### src/rtl/control_ranas_multi.sv
// -----------------------------------------------------------------------------
// control_ranas_multi
//
// Frog-lifecycle controller for the JUEGO level. It tracks which of the
// NUM_CASAS home slots are occupied, counts remaining lives, holds the frog at
// its start position for a fixed number of cycles after every respawn event,
// and reports level-won / game-over.
//
// Ports
//   CRM_CLOCK_50       in   system clock
//   CRM_RESET          in   synchronous, active-high reset
//   CRM_POSX_IN        in   frog column (home slot index when on the home row)
//   CRM_POSY_IN        in   frog row
//   CRM_PERDIO_IN      in   collision/drown flag, sampled every cycle
//   CRM_ESTADO_IN      in   game-state code from the top-level game FSM
//   CRM_RANA_INI_OUT   out  1 = force frog back to its start position
//   CRM_GANO_OUT       out  1 = every home slot is filled
//   CRM_GAME_OVER_OUT  out  1 = lives exhausted
//   CRM_CASAS_OUT      out  occupied-home bitmask, bit i = slot i
//   CRM_VIDAS_OUT      out  remaining lives
//
// Build option
//   CR_VIDA_EXTRA_EN   when defined, winning a level awards one extra life
//                      (saturating at the counter maximum).
// -----------------------------------------------------------------------------
module control_ranas_multi #(
  parameter int                          DATAWIDTH_ESTADO = 3,
  parameter int                          DATAWIDTH_POS    = 3,
  parameter int                          NUM_CASAS        = 4,
  parameter int                          POSY_META        = 0,
  parameter int                          DATAWIDTH_VIDAS  = 2,
  parameter int                          VIDAS_INI        = 3,
  parameter int                          RESPAWN_CYCLES   = 4,
  parameter logic [DATAWIDTH_ESTADO-1:0] ESTADO_JUEGO     = 3'b010,
  parameter logic [DATAWIDTH_ESTADO-1:0] ESTADO_INICIO    = 3'b001
) (
  input  logic                        CRM_CLOCK_50,
  input  logic                        CRM_RESET,
  input  logic [DATAWIDTH_POS-1:0]    CRM_POSX_IN,
  input  logic [DATAWIDTH_POS-1:0]    CRM_POSY_IN,
  input  logic                        CRM_PERDIO_IN,
  input  logic [DATAWIDTH_ESTADO-1:0] CRM_ESTADO_IN,
  output logic                        CRM_RANA_INI_OUT,
  output logic                        CRM_GANO_OUT,
  output logic                        CRM_GAME_OVER_OUT,
  output logic [NUM_CASAS-1:0]        CRM_CASAS_OUT,
  output logic [DATAWIDTH_VIDAS-1:0]  CRM_VIDAS_OUT
);

  localparam int CNT_W = (RESPAWN_CYCLES > 1) ? $clog2(RESPAWN_CYCLES) : 1;
  localparam logic [CNT_W-1:0]           CNT_LOAD   = CNT_W'(RESPAWN_CYCLES - 1);
  localparam logic [DATAWIDTH_VIDAS-1:0] VIDAS_LOAD = DATAWIDTH_VIDAS'(VIDAS_INI);
  localparam logic [DATAWIDTH_VIDAS-1:0] VIDAS_ONE  = DATAWIDTH_VIDAS'(1);
  localparam logic [DATAWIDTH_POS-1:0]   META_ROW   = DATAWIDTH_POS'(POSY_META);

  typedef enum logic [2:0] {
    S_IDLE    = 3'd0,
    S_PLAY    = 3'd1,
    S_RESPAWN = 3'd2,
    S_WIN     = 3'd3,
    S_OVER    = 3'd4
  } state_t;

  state_t                       state_q, state_d;
  logic [NUM_CASAS-1:0]         casas_q, casas_d;
  logic [DATAWIDTH_VIDAS-1:0]   vidas_q, vidas_d;
  logic [CNT_W-1:0]             cnt_q, cnt_d;
  logic                         rana_ini_q, gano_q, game_over_q;

  logic                         juego;
  logic                         inicio;
  logic                         at_meta;
  logic [NUM_CASAS-1:0]         slot_hit;
  logic [NUM_CASAS-1:0]         casas_set;
  logic                         arrival_ok;
  logic                         lose;

  assign juego   = (CRM_ESTADO_IN == ESTADO_JUEGO);
  assign inicio  = (CRM_ESTADO_IN == ESTADO_INICIO);
  assign at_meta = (CRM_POSY_IN == META_ROW);

  // One-hot decode of the column onto the home slots. A column beyond the
  // last slot decodes to all zeros, so it naturally counts as a bad landing.
  genvar gi;
  generate
    for (gi = 0; gi < NUM_CASAS; gi++) begin : g_slot
      assign slot_hit[gi] = (CRM_POSX_IN == DATAWIDTH_POS'(gi));
    end
  endgenerate

  assign casas_set  = casas_q | slot_hit;
  assign arrival_ok = |(slot_hit & ~casas_q);

  // Collision wins over a simultaneous arrival; a landing on an occupied or
  // non-existent slot is treated as a loss as well.
  assign lose = CRM_PERDIO_IN || (at_meta && !arrival_ok);

  always_comb begin
    state_d = state_q;
    casas_d = casas_q;
    vidas_d = vidas_q;
    cnt_d   = cnt_q;
    unique case (state_q)
      S_IDLE: begin
        if (juego) state_d = S_PLAY;
      end
      S_PLAY: begin
        // Any ESTADO other than JUEGO pauses the level with everything held.
        if (juego) begin
          if (lose) begin
            if (vidas_q <= VIDAS_ONE) begin
              vidas_d = '0;
              state_d = S_OVER;
            end else begin
              vidas_d = vidas_q - VIDAS_ONE;
              state_d = S_RESPAWN;
              cnt_d   = CNT_LOAD;
            end
          end else if (at_meta) begin
            casas_d = casas_set;
            if (&casas_set) begin
              state_d = S_WIN;
`ifdef CR_VIDA_EXTRA_EN
              if (vidas_q != '1) vidas_d = vidas_q + VIDAS_ONE;
`endif
            end else begin
              state_d = S_RESPAWN;
              cnt_d   = CNT_LOAD;
            end
          end
        end
      end
      S_RESPAWN: begin
        // Counter runs RESPAWN_CYCLES-1 down to 0, giving exactly
        // RESPAWN_CYCLES cycles in this state; pausing freezes it.
        if (juego) begin
          if (cnt_q == '0) state_d = S_PLAY;
          else             cnt_d   = cnt_q - CNT_W'(1);
        end
      end
      S_WIN: begin
        // Next level: homes cleared, lives carried over.
        if (inicio) begin
          state_d = S_IDLE;
          casas_d = '0;
        end
      end
      S_OVER: begin
        if (inicio) begin
          state_d = S_IDLE;
          casas_d = '0;
          vidas_d = VIDAS_LOAD;
        end
      end
      default: begin
        state_d = S_IDLE;
      end
    endcase
  end

  always_ff @(posedge CRM_CLOCK_50) begin
    if (CRM_RESET) begin
      state_q     <= S_IDLE;
      casas_q     <= '0;
      vidas_q     <= VIDAS_LOAD;
      cnt_q       <= '0;
      rana_ini_q  <= 1'b1;
      gano_q      <= 1'b0;
      game_over_q <= 1'b0;
    end else begin
      state_q     <= state_d;
      casas_q     <= casas_d;
      vidas_q     <= vidas_d;
      cnt_q       <= cnt_d;
      // Flags are registered from the next state so they line up with it.
      rana_ini_q  <= (state_d == S_IDLE) || (state_d == S_RESPAWN);
      gano_q      <= (state_d == S_WIN);
      game_over_q <= (state_d == S_OVER);
    end
  end

  assign CRM_RANA_INI_OUT  = rana_ini_q;
  assign CRM_GANO_OUT      = gano_q;
  assign CRM_GAME_OVER_OUT = game_over_q;
  assign CRM_CASAS_OUT     = casas_q;
  assign CRM_VIDAS_OUT     = vidas_q;

endmodule

### config.mk
export PLATFORM = sky130hd
export DESIGN_NAME = control_ranas_multi
export DESIGN_NICKNAME = d
export VERILOG_FILES = /design/src/rtl/control_ranas_multi.sv
export SDC_FILE = /design/constraint.sdc
export NUM_CORES = 1
export LEC_CHECK = 0
export CAP_MARGIN = 20
export CORE_MARGIN = 2
export CORE_UTILIZATION = 44
export CTS_CLUSTER_DIAMETER = 200
export DETAILED_ROUTE_END_ITERATION = 10
export GPL_ROUTABILITY_DRIVEN = 0
export GPL_TIMING_DRIVEN = 0
export PLACE_DENSITY = 0.74
export SYNTH_ARGS = -nofsm -noshare
export SYNTH_HDL_FRONTEND = slang
export SYNTH_SLANG_ARGS = --single-unit
### constraint.sdc
create_clock -name CRM_CLOCK_50 -period 1.8 [get_ports CRM_CLOCK_50]
set_input_delay 0.27 -clock CRM_CLOCK_50 [delete_from_list [all_inputs] [get_ports CRM_CLOCK_50]]
set_output_delay 0.27 -clock CRM_CLOCK_50 [all_outputs]
set_load 0.02 [all_outputs]
==> impl_metrics.py, run 1 <==
metrics = {
    "yosys": {
        "syn-instance-count": 107,
        "synth_edf_count": 0,
        "synth-seq-cells": 14,
        "ys_seq_area_share_pct": 30.6,
        "syn_nets": 120,
        "synth_ff_type": "dfxtp_1",
        "yosysWarnings": 0,
        "synth_cell_types": 43,
        "syn_avg_cell_area_um2": 8.55,
        "async_flop_share_pct": 0,
        "syn_area_um2": 915,
    },
    "setup_path": {
        "path_buf_inv": 2,
        "cp-start-kind": "flop",
        "crit_fanout": 10,
        "cp_top_family": "compound AO/OA/AOI/OAI gates",
        "worstPathRequired_ns": 1.98,
        "critPathKind": "flop to flop",
        "crit_arrival_ns": 1.95,
        "endpoint_kind": "flop",
        "critical_path.cell_chain": "buf_6 > or3b_1 > buf_6 > a311o_1 > a31o_2 > and3b_1",
        "crit_top_cell": "buf_6",
        "cpMaxStageDelayCell": "or3b_1",
        "cp_slowest_stage_delay_ns": 0.36,
    },
    "die": {
        "die_h_um": 49.6,
        "fp-row-count": 16,
        "die_area_um2": 2460,
        "core_um2": 1960,
        "initial_core_util_pct": 46.6,
        "pin_count": 21,
        "die_w_um": 49.6,
    },
    "finish": {
        "syn_to_final_growth_pct": 32.4,
        "final_core_util_pct": 61.7,
        "final_cell_area_um2": 1210,
        "nets": 145,
        "drive_gt1_share_pct": 22.3,
        "n_antenna_cell": 0,
    },
    "routing": {
        "first_pass_iters": 4,
        "routedWlPerCell_um": 14.5,
        "vias": 931,
        "postRouteAntennaNets": 0,
        "drtIter0Drc": 26,
        "routed_wl_mm": 2.28,
        "drc_errors": 0,
        "avgViaCountPerCell": 5.93,
    },
    "clock_tree": {
        "clockBufferDepth": 2,
        "clk_pin_slew_worst_paths_ns": 0.09,
        "cts_sinks": 14,
        "cts_buffers": 3,
        "cts_max_level": 1,
        "clock-root-buffer": "clkbuf_4",
        "cts_tree": "yes",
        "clk_latency_ns": 0.28,
    },
    "timing": {
        "slew_viol_final": 0,
        "hold_ws_ns": 0.221,
        "setup_viol": 0,
        "fmax_mhz": 564,
        "finClkSkew_ns": 0.00893,
        "layout_min_cycle_time_ns": 1.77,
        "relSlewSlack_pct": 74.8,
        "finalCritPeriodShare_pct": 98.5,
        "tightest_slew_ns": 0.376,
        "hold_violations": 0,
        "rsz0062_at_grt": "yes",
    },
    "run_status": {
        "outcome": "finished clean",
    },
    "place": {
        "port_buffers": 18,
        "dpl-instance-area_um2": 1130,
        "dp_hpwl_mm": 1.60,
    },
    "grt": {
        "grt_pass1_wl_mm": 3.68,
        "grt-ovfl-total": 0,
        "antenna_found_initial": 0,
        "grt_usage_pct": 19.4,
        "grt_max_degree": 11,
        "grt_pass1_vias": 828,
    },
    "power": {
        "p_per_area_nw_per_um2": 513,
        "ir_drop_mv": 0.423,
        "power.leakage_nw": 0.426,
    },
    "job": {
        "maxCapViolations": 0,
    },
    "hold_path": {
        "hp-class": "input port to flop",
    },
}
power breakdown:
group | switching [mW] | internal [mW] | total (mW)
combinational | 0.0640 | 0.0583 | 0.122
sequential | 0.00212 | 0.314 | 0.316
clock | 0.105 | 0.0777 | 0.183
through the flow:
stage | total power [mW] | setup slack, ns | cells | TNS (ns)
CTS | 0.611 | -0.0747 | 155 | -0.0747
floorplan | 0.391 | 0.101 | 107 | 0
finish | 0.621 | 0.0268 | 157 | 0
global placement | 0.430 | -0.412 | 152 | -3.20
global route | 0.644 | -0.0558 | 157 | -0.135
detailed placement | 0.432 | -0.445 | 152 | -3.79
cell usage after synthesis, types with 2 or more instances:
cell      instances  area share [%]
dfxtp_1          14              31
nand2_1          10             4.1
nor2_1            9             3.7
inv_1             8             3.3
nor3_1            6             3.3
o21ai_0           6             3.3
nand3_1           4             2.2
o211ai_1          4             3.3
nand4_1           3             2.1
a211o_2           2             2.2
a21oi_1           2             1.1
a311oi_1          2             1.9
a31oi_1           2             1.4
buf_4             2             1.6
buf_6             2             2.5
nor3b_1           2             1.6
o41ai_1           2             1.9
or2_2             2             1.4
layer usage:
layer  wire [um]  track usage [%]  vias up
li1            -                -      456
met1         937             24.5      422
met2        1150             31.1       47
met3         142             3.94        6
met4          49             9.72        0
met5           0                0        -
logic make-up after synthesis:
logic type	Yosys count	synth area share, %
simple gates	47	30.2
mux	1	1.09
fa+ha+maj	1	1.37
compound gates	32	29.3
flops	14	30.6
buf+inv	12	7.39
registers in the layout, summed over array words and instances, names as in the netlist:
register           count
CRM_RANA_INI_OUT       1
state_q                3
CRM_GANO_OUT           1
CRM_CASAS_OUT          4
cnt_q                  2
CRM_VIDAS_OUT          2
CRM_GAME_OVER_OUT      1
placed cells by master (no fill, tap or decap), types with 3 or more instances in the layout:
cell,n
dfxtp_1,13
nand2_1,10
buf_4,4
clkbuf_4,3
o21ai_0,4
clkdlybuf4s50_1,16
inv_1,8
o211ai_1,4
nor2_1,9
nand3_1,4
nand4_1,3
nor3_1,6
cell type report:
class                      instances  area [um^2]
timing repair buffer              20          196
tap                               27         33.8
fill                             176          751
inverter                           8         30.0
clock buffer                       3         22.5
buffer                             4         37.5
sequential                        14          282
multi-input combinational         81          609
path summary, 6_finish.rpt:
| check | startpoint | endpoint | slack, ns | cells past startpoint |
|---|---|---|---|---|
| min reg2reg | CRM_CASAS_OUT[3]$_SDFFE_PP0P_ | CRM_CASAS_OUT[3]$_SDFFE_PP0P_ | 0.52 | 2 |
| max reg2reg | state_q[0]$_SDFF_PP0_ | CRM_RANA_INI_OUT$_SDFF_PP1_ | 0.03 | 6 |
| min | CRM_RESET | state_q[1]$_SDFF_PP0_ | 0.22 | 2 |
| max | state_q[0]$_SDFF_PP0_ | CRM_RANA_INI_OUT$_SDFF_PP1_ | 0.03 | 6 |
repair_timing:
| action | CTS | global route |
|---|---|---|
| pin swaps | 1 | 4 |
| hold buffers | 0 | 0 |
| setup endpoints to repair | 6 | 10 |
| buffers inserted | 0 | 2 |
| resized for setup | 3 | 9 |
Power figures use the tool's default switching activity.
==> inputs of run 2 (changes only) <==
--- a/config.mk
+++ b/config.mk
@@ -12,7 +12,7 @@
 export DETAILED_ROUTE_END_ITERATION = 10
 export GPL_ROUTABILITY_DRIVEN = 0
 export GPL_TIMING_DRIVEN = 0
-export PLACE_DENSITY = 0.74
+export PLACE_DENSITY = 0.75
 export SYNTH_ARGS = -nofsm -noshare
 export SYNTH_HDL_FRONTEND = slang
 export SYNTH_SLANG_ARGS = --single-unit
==> impl_metrics.py, run 2 (synthesis gave the netlist of run 1 again) <==
metrics = {
    "power": {
        "p_per_area_nw_per_um2": 492,
        "netSwitchingPower_mw": 0.161,
        "fin_total_pwr_mw": 0.619,
        "p_int_mw": 0.458,
        "seq_power_share_pct": 50.9,
        "ir_drop_mv": 0.425,
        "power.leakage_nw": 0.461,
        "clkPwrFrac_pct": 27.5,
        "p_sw_share_pct": 26.0,
        "combPwrFrac_pct": 21.6,
    },
    "grt": {
        "grt_pass1_vias": 828,
        "grt_usage_pct": 19.4,
        "antenna_found_initial": 0,
        "grt_max_degree": 11,
        "grt-ovfl-total": 0,
        "grt_pass1_wl_mm": 3.70,
    },
    "timing": {
        "layout_min_cycle_time_ns": 1.75,
        "rsz0062_at_grt": "no",
        "finClkSkew_ns": 0.00213,
        "relSlewSlack_pct": 70.9,
        "finalSetupTns_ns": 0,
        "setup_viol": 0,
        "hold_violations": 0,
        "finalCritPeriodShare_pct": 97.3,
        "fmax_mhz": 571,
        "tightest_slew_ns": 0.433,
        "slew_viol_final": 0,
    },
    "finish": {
        "n_antenna_cell": 0,
        "layout_commonest_cell": "clkdlybuf4s50_1",
        "largest_reg_flops": 4,
        "drive_gt1_share_pct": 25.7,
        "nets": 151,
        "layout_common_cells": "16 x clkdlybuf4s50_1, 13 x dfxtp_1, 10 x buf_4, 10 x nand2_1, 9 x nor2_1",
        "syn_to_final_growth_pct": 37.5,
        "fill_cells": 178,
    },
    "routing": {
        "first_pass_iters": 4,
        "drc_errors": 0,
        "avgViaCountPerCell": 5.85,
        "postRouteAntennaNets": 0,
        "drtIter0Drc": 27,
        "routed_wl_mm": 2.26,
        "vias": 953,
        "routedWlPerCell_um": 13.9,
    },
    "die": {
        "fp-row-count": 16,
        "pin_count": 21,
        "initial_core_util_pct": 46.6,
        "die_w_um": 49.6,
        "core_um2": 1960,
        "die_h_um": 49.6,
        "die_area_um2": 2460,
    },
    "setup_path": {
        "crit_arrival_ns": 1.93,
        "critPathKind": "input port to flop",
        "cp-start-kind": "input port",
        "worstPathRequired_ns": 1.98,
        "endpoint_kind": "flop",
        "crit_fanout": 5,
    },
    "clock_tree": {
        "clk_pin_slew_worst_paths_ns": 0.07,
        "cts_sinks": 14,
        "clockBufferDepth": 2,
        "postCtsHoldBufs": 0,
        "clk_latency_ns": 0.27,
        "cts_buffers": 3,
        "clock-root-buffer": "clkbuf_4",
        "cts_tree": "yes",
        "cts_max_level": 1,
    },
    "hold_path": {
        "hp-class": "input port to flop",
    },
    "place": {
        "port_buffers": 18,
        "dp_hpwl_mm": 1.69,
    },
    "run_status": {
        "outcome": "finished clean",
    },
    "job": {
        "maxCapViolations": 0,
    },
}
run 2: cell types whose count changed in the layout (fill, tap and decap cells not counted):
| cell | change |
|---|---|
| buf_4 | +6 |
| dlygate4sd2_1 | -1 |
| dlymetal6s2s_1 | +1 |
| nor2b_1 | -1 |
| nor2b_2 | +1 |
| or3_1 | +1 |
| or3_4 | -1 |
run 2: worst paths after layout:
path                                      start                       endpoint  slack [ns]  cells past startpoint
hold / removal                        CRM_RESET          state_q[2]$_SDFF_PP0_        0.25                      2
setup / recovery                 CRM_POSY_IN[1]          cnt_q[0]$_SDFFE_PP0P_        0.05                      7
setup reg to reg          state_q[0]$_SDFF_PP0_    CRM_RANA_INI_OUT$_SDFF_PP1_        0.07                      6
hold reg to reg   CRM_CASAS_OUT[3]$_SDFFE_PP0P_  CRM_CASAS_OUT[3]$_SDFFE_PP0P_        0.51                      2
run 2: area by class of cell:
class                   count  area [um^2]  share of cell area (%)
well taps                  27         33.8                    2.69
multi-input cells          81          607                    48.3
inverters                   8         30.0                    2.39
repair buffers             26          245                    19.5
flip-flops and latches     14          282                    22.4
clock buffers               3         22.5                    1.79
plain buffers               4         37.5                    2.99
run 2: per-layer routing:
layer  track usage, %  share of wire (%)  vias to the layer above
li1                 -                  -                      469
met1             22.4                 41                      449
met2             33.6                 52                       32
met3             6.67                6.1                        3
met4             6.02               0.53                        0
met5                0                  0                        -
run 2: critical path, stage by stage:
cell	delay [ns]
clkdlybuf4s50_1	0.41
or3_1	0.43
o21ai_4	0.20
buf_4	0.16
a211o_2	0.12
o211ai_1	0.08
a311oi_1	0.26
run 2: power groups by stage:
| stage | Sequential (mW) | Combinational, mW | Clock, mW |
|---|---|---|---|
| 2_1_floorplan | 0.324 | 0.0663 | 0 |
| 3_3_place_gp | 0.322 | 0.107 | 0 |
| 3_5_place_dp | 0.323 | 0.109 | 0 |
| 4_1_cts | 0.315 | 0.113 | 0.182 |
| 5_1_grt | 0.316 | 0.143 | 0.199 |
| 6_report | 0.315 | 0.133 | 0.170 |
run 2: stage by stage:
| step | hold slack, ns | cell area (um^2) | utilization [%] | cells | worst slack [ns] |
|---|---|---|---|---|---|
| floorplan | 0.371 | 915 | - | 107 | 0.101 |
| global placement | 0.486 | 1130 | 57.5 | 152 | -0.386 |
| detailed placement | 0.501 | 1130 | 57.5 | 152 | -0.444 |
| CTS | 0.224 | 1170 | 59.5 | 155 | -0.109 |
| global route | 0.233 | 1260 | 64.1 | 163 | 0.00351 |
| finish | 0.248 | 1260 | 64.1 | 163 | 0.0484 |
run 2: what timing repair did:
item | 4_1_cts | 5_1_grt
gates resized for setup | 2 | 10
hold endpoints to repair | 0 | 0
pin swaps | 0 | 4
gates cloned | 0 | 0
setup buffers | 0 | 8
setup endpoints to repair | 6 | 9
==> inputs of run 3 (changes only) <==
--- a/config.mk
+++ b/config.mk
@@ -6,12 +6,10 @@
 export NUM_CORES = 1
 export LEC_CHECK = 0
 export CAP_MARGIN = 20
-export CORE_MARGIN = 2
 export CORE_UTILIZATION = 44
 export CTS_CLUSTER_DIAMETER = 200
 export DETAILED_ROUTE_END_ITERATION = 10
 export GPL_ROUTABILITY_DRIVEN = 0
-export GPL_TIMING_DRIVEN = 0
 export PLACE_DENSITY = 0.75
 export SYNTH_ARGS = -nofsm -noshare
 export SYNTH_HDL_FRONTEND = slang
==> impl_metrics.py, run 3 (synthesis gave the netlist of run 1 again) <==
metrics = {
    "finish": {
        "drive_gt1_share_pct": 37.3,
        "final_cell_area_um2": 1470,
        "fill_cells": 156,
        "nets": 175,
        "largest_reg_flops": 4,
        "layout_common_cells": "32 x buf_4, 14 x dfxtp_1, 14 x clkdlybuf4s50_1",
        "layout_commonest_cell": "buf_4",
        "seqCellArea_um2": 280,
        "multi_input_area_um2": 622,
        "n_antenna_cell": 0,
        "syn_to_final_growth_pct": 61.0,
    },
    "die": {
        "pin_count": 21,
        "initial_core_util_pct": 46.6,
        "die_h_um": 47.6,
        "fp-row-count": 16,
        "die_area_um2": 2260,
        "die_w_um": 47.6,
        "core_um2": 1960,
    },
    "run_status": {
        "outcome": "finished clean",
    },
    "power": {
        "ir_drop_mv": 0.375,
        "power.leakage_nw": 0.615,
        "combPwrFrac_pct": 22.7,
        "clkPwrFrac_pct": 32.4,
        "p_per_area_nw_per_um2": 476,
        "p_sw_share_pct": 25.6,
        "netSwitchingPower_mw": 0.179,
        "p_int_mw": 0.522,
        "fin_total_pwr_mw": 0.701,
        "seq_power_share_pct": 44.9,
    },
    "timing": {
        "hold_ws_ns": 0.492,
        "slew_viol_final": 0,
        "layout_min_cycle_time_ns": 1.75,
        "finalCritPeriodShare_pct": 97.2,
        "setup_viol": 0,
        "fmax_mhz": 572,
        "hold_violations": 0,
        "finClkSkew_ns": 0.000834,
        "tightest_slew_ns": 0.397,
        "rsz0062_at_grt": "yes",
        "relSlewSlack_pct": 73.3,
    },
    "setup_path": {
        "crit_arrival_ns": 1.94,
        "cp-start-kind": "flop",
        "worstPathRequired_ns": 1.99,
        "critical_path.cell_chain": "or3b_4 > nor2_8 > buf_4 > nand4_1 > buf_4 > o41ai_2",
        "crit_top_cell": "buf_4",
        "cpMaxStageDelayCell": "or3b_4",
        "critPathKind": "flop to flop",
        "reg2reg_slack_ns": 0.05,
        "cp_slowest_stage_delay_ns": 0.46,
        "endpoint_kind": "flop",
        "crit_fanout": 7,
    },
    "routing": {
        "vias": 1043,
        "postRouteAntennaNets": 0,
        "routed_wl_mm": 2.76,
        "routedWlPerCell_um": 14.7,
        "drtIter0Drc": 43,
        "avgViaCountPerCell": 5.55,
        "first_pass_iters": 4,
        "drc_errors": 0,
    },
    "clock_tree": {
        "cts_max_level": 1,
        "clk_latency_ns": 0.28,
        "clk_pin_slew_worst_paths_ns": 0.08,
        "cts_buffers": 3,
        "clockBufferDepth": 2,
        "clock-root-buffer": "clkbuf_4",
        "cts_tree": "yes",
        "cts_sinks": 14,
    },
    "place": {
        "dp_hpwl_mm": 1.98,
        "dpl-instance-area_um2": 1310,
        "port_buffers": 20,
    },
    "job": {
        "maxCapViolations": 0,
    },
    "grt": {
        "grt_usage_pct": 26.4,
        "grt_max_degree": 10,
        "grt-ovfl-total": 0,
        "grt_pass1_vias": 976,
        "grt_pass1_wl_mm": 4.14,
        "antenna_found_initial": 0,
    },
    "hold_path": {
        "hp-class": "input port to flop",
    },
}
[run 3: cell types whose count changed in the layout (fill, tap and decap cells not counted), sizes merged]
cell / change
buf: +22
clkbuf: +1
clkdlybuf4s50: -2
dlygate4sd2: +2
dlymetal6s2s: +2
[run 3: routing by layer]
layer	track usage (%)	vias to the layer above	wire, um
met1	28.9	483	1040
met5	0	-	0
met2	48.5	37	1520
met4	11.7	0	55
met3	5.66	8	140
li1	-	515	-
[run 3: area by class of cell]
type,count,share of cell area [%]
Clock buffer,4,2.46
Inverter,8,2.04
Multi-Input combinational cell,81,42.2
Sequential cell,14,19.0
Tap cell,27,2.29
Timing Repair Buffer,54,31.9
[run 3: worst max-delay path: cells and delay by family, from the launching register on]
family          cells  cell delay (ns)
simple gates        3             0.76
flops               1             0.32
buf+inv             2             0.30
compound gates      1             0.27
[run 3: worst paths after layout]
check / endpoint / cells after the start / startpoint
setup / recovery: CRM_CASAS_OUT[2]$_SDFFE_PP0P_ / 6 / state_q[1]$_SDFF_PP0_
hold / removal: CRM_CASAS_OUT[0]$_SDFFE_PP0P_ / 3 / CRM_POSX_IN[0]
setup reg to reg: CRM_CASAS_OUT[2]$_SDFFE_PP0P_ / 6 / state_q[1]$_SDFF_PP0_
hold reg to reg: cnt_q[0]$_SDFFE_PP0P_ / 1 / cnt_q[0]$_SDFFE_PP0P_
[run 3: repair_timing]
item,CTS,global route
endpoints found under the setup margin,4,8
resized for setup,8,11
hold buffers,0,0
pin swaps,3,7
buffers inserted,3,4
[run 3: stage by stage]
step / setup slack, ns / utilization (%) / TNS, ns / instances
final: 0.0503 / 75.1 / 0 / 188
after global routing: -0.0287 / 75.1 / -0.0464 / 188
after CTS: 0.00515 / 71.9 / 0 / 184
after detailed placement: -0.399 / 67.0 / -3.31 / 177
after global placement: -0.294 / 67.0 / -2.32 / 177
after floorplan: 0.101 / - / 0 / 107
[run 3: power by group through the flow]
stage / clock network, mW / registers (mW) / logic [mW]
final: 0.227 / 0.315 / 0.159
after global routing: 0.247 / 0.315 / 0.171
after CTS: 0.231 / 0.315 / 0.148
after detailed placement: 0 / 0.322 / 0.138
after global placement: 0 / 0.322 / 0.134
after floorplan: 0 / 0.324 / 0.0663
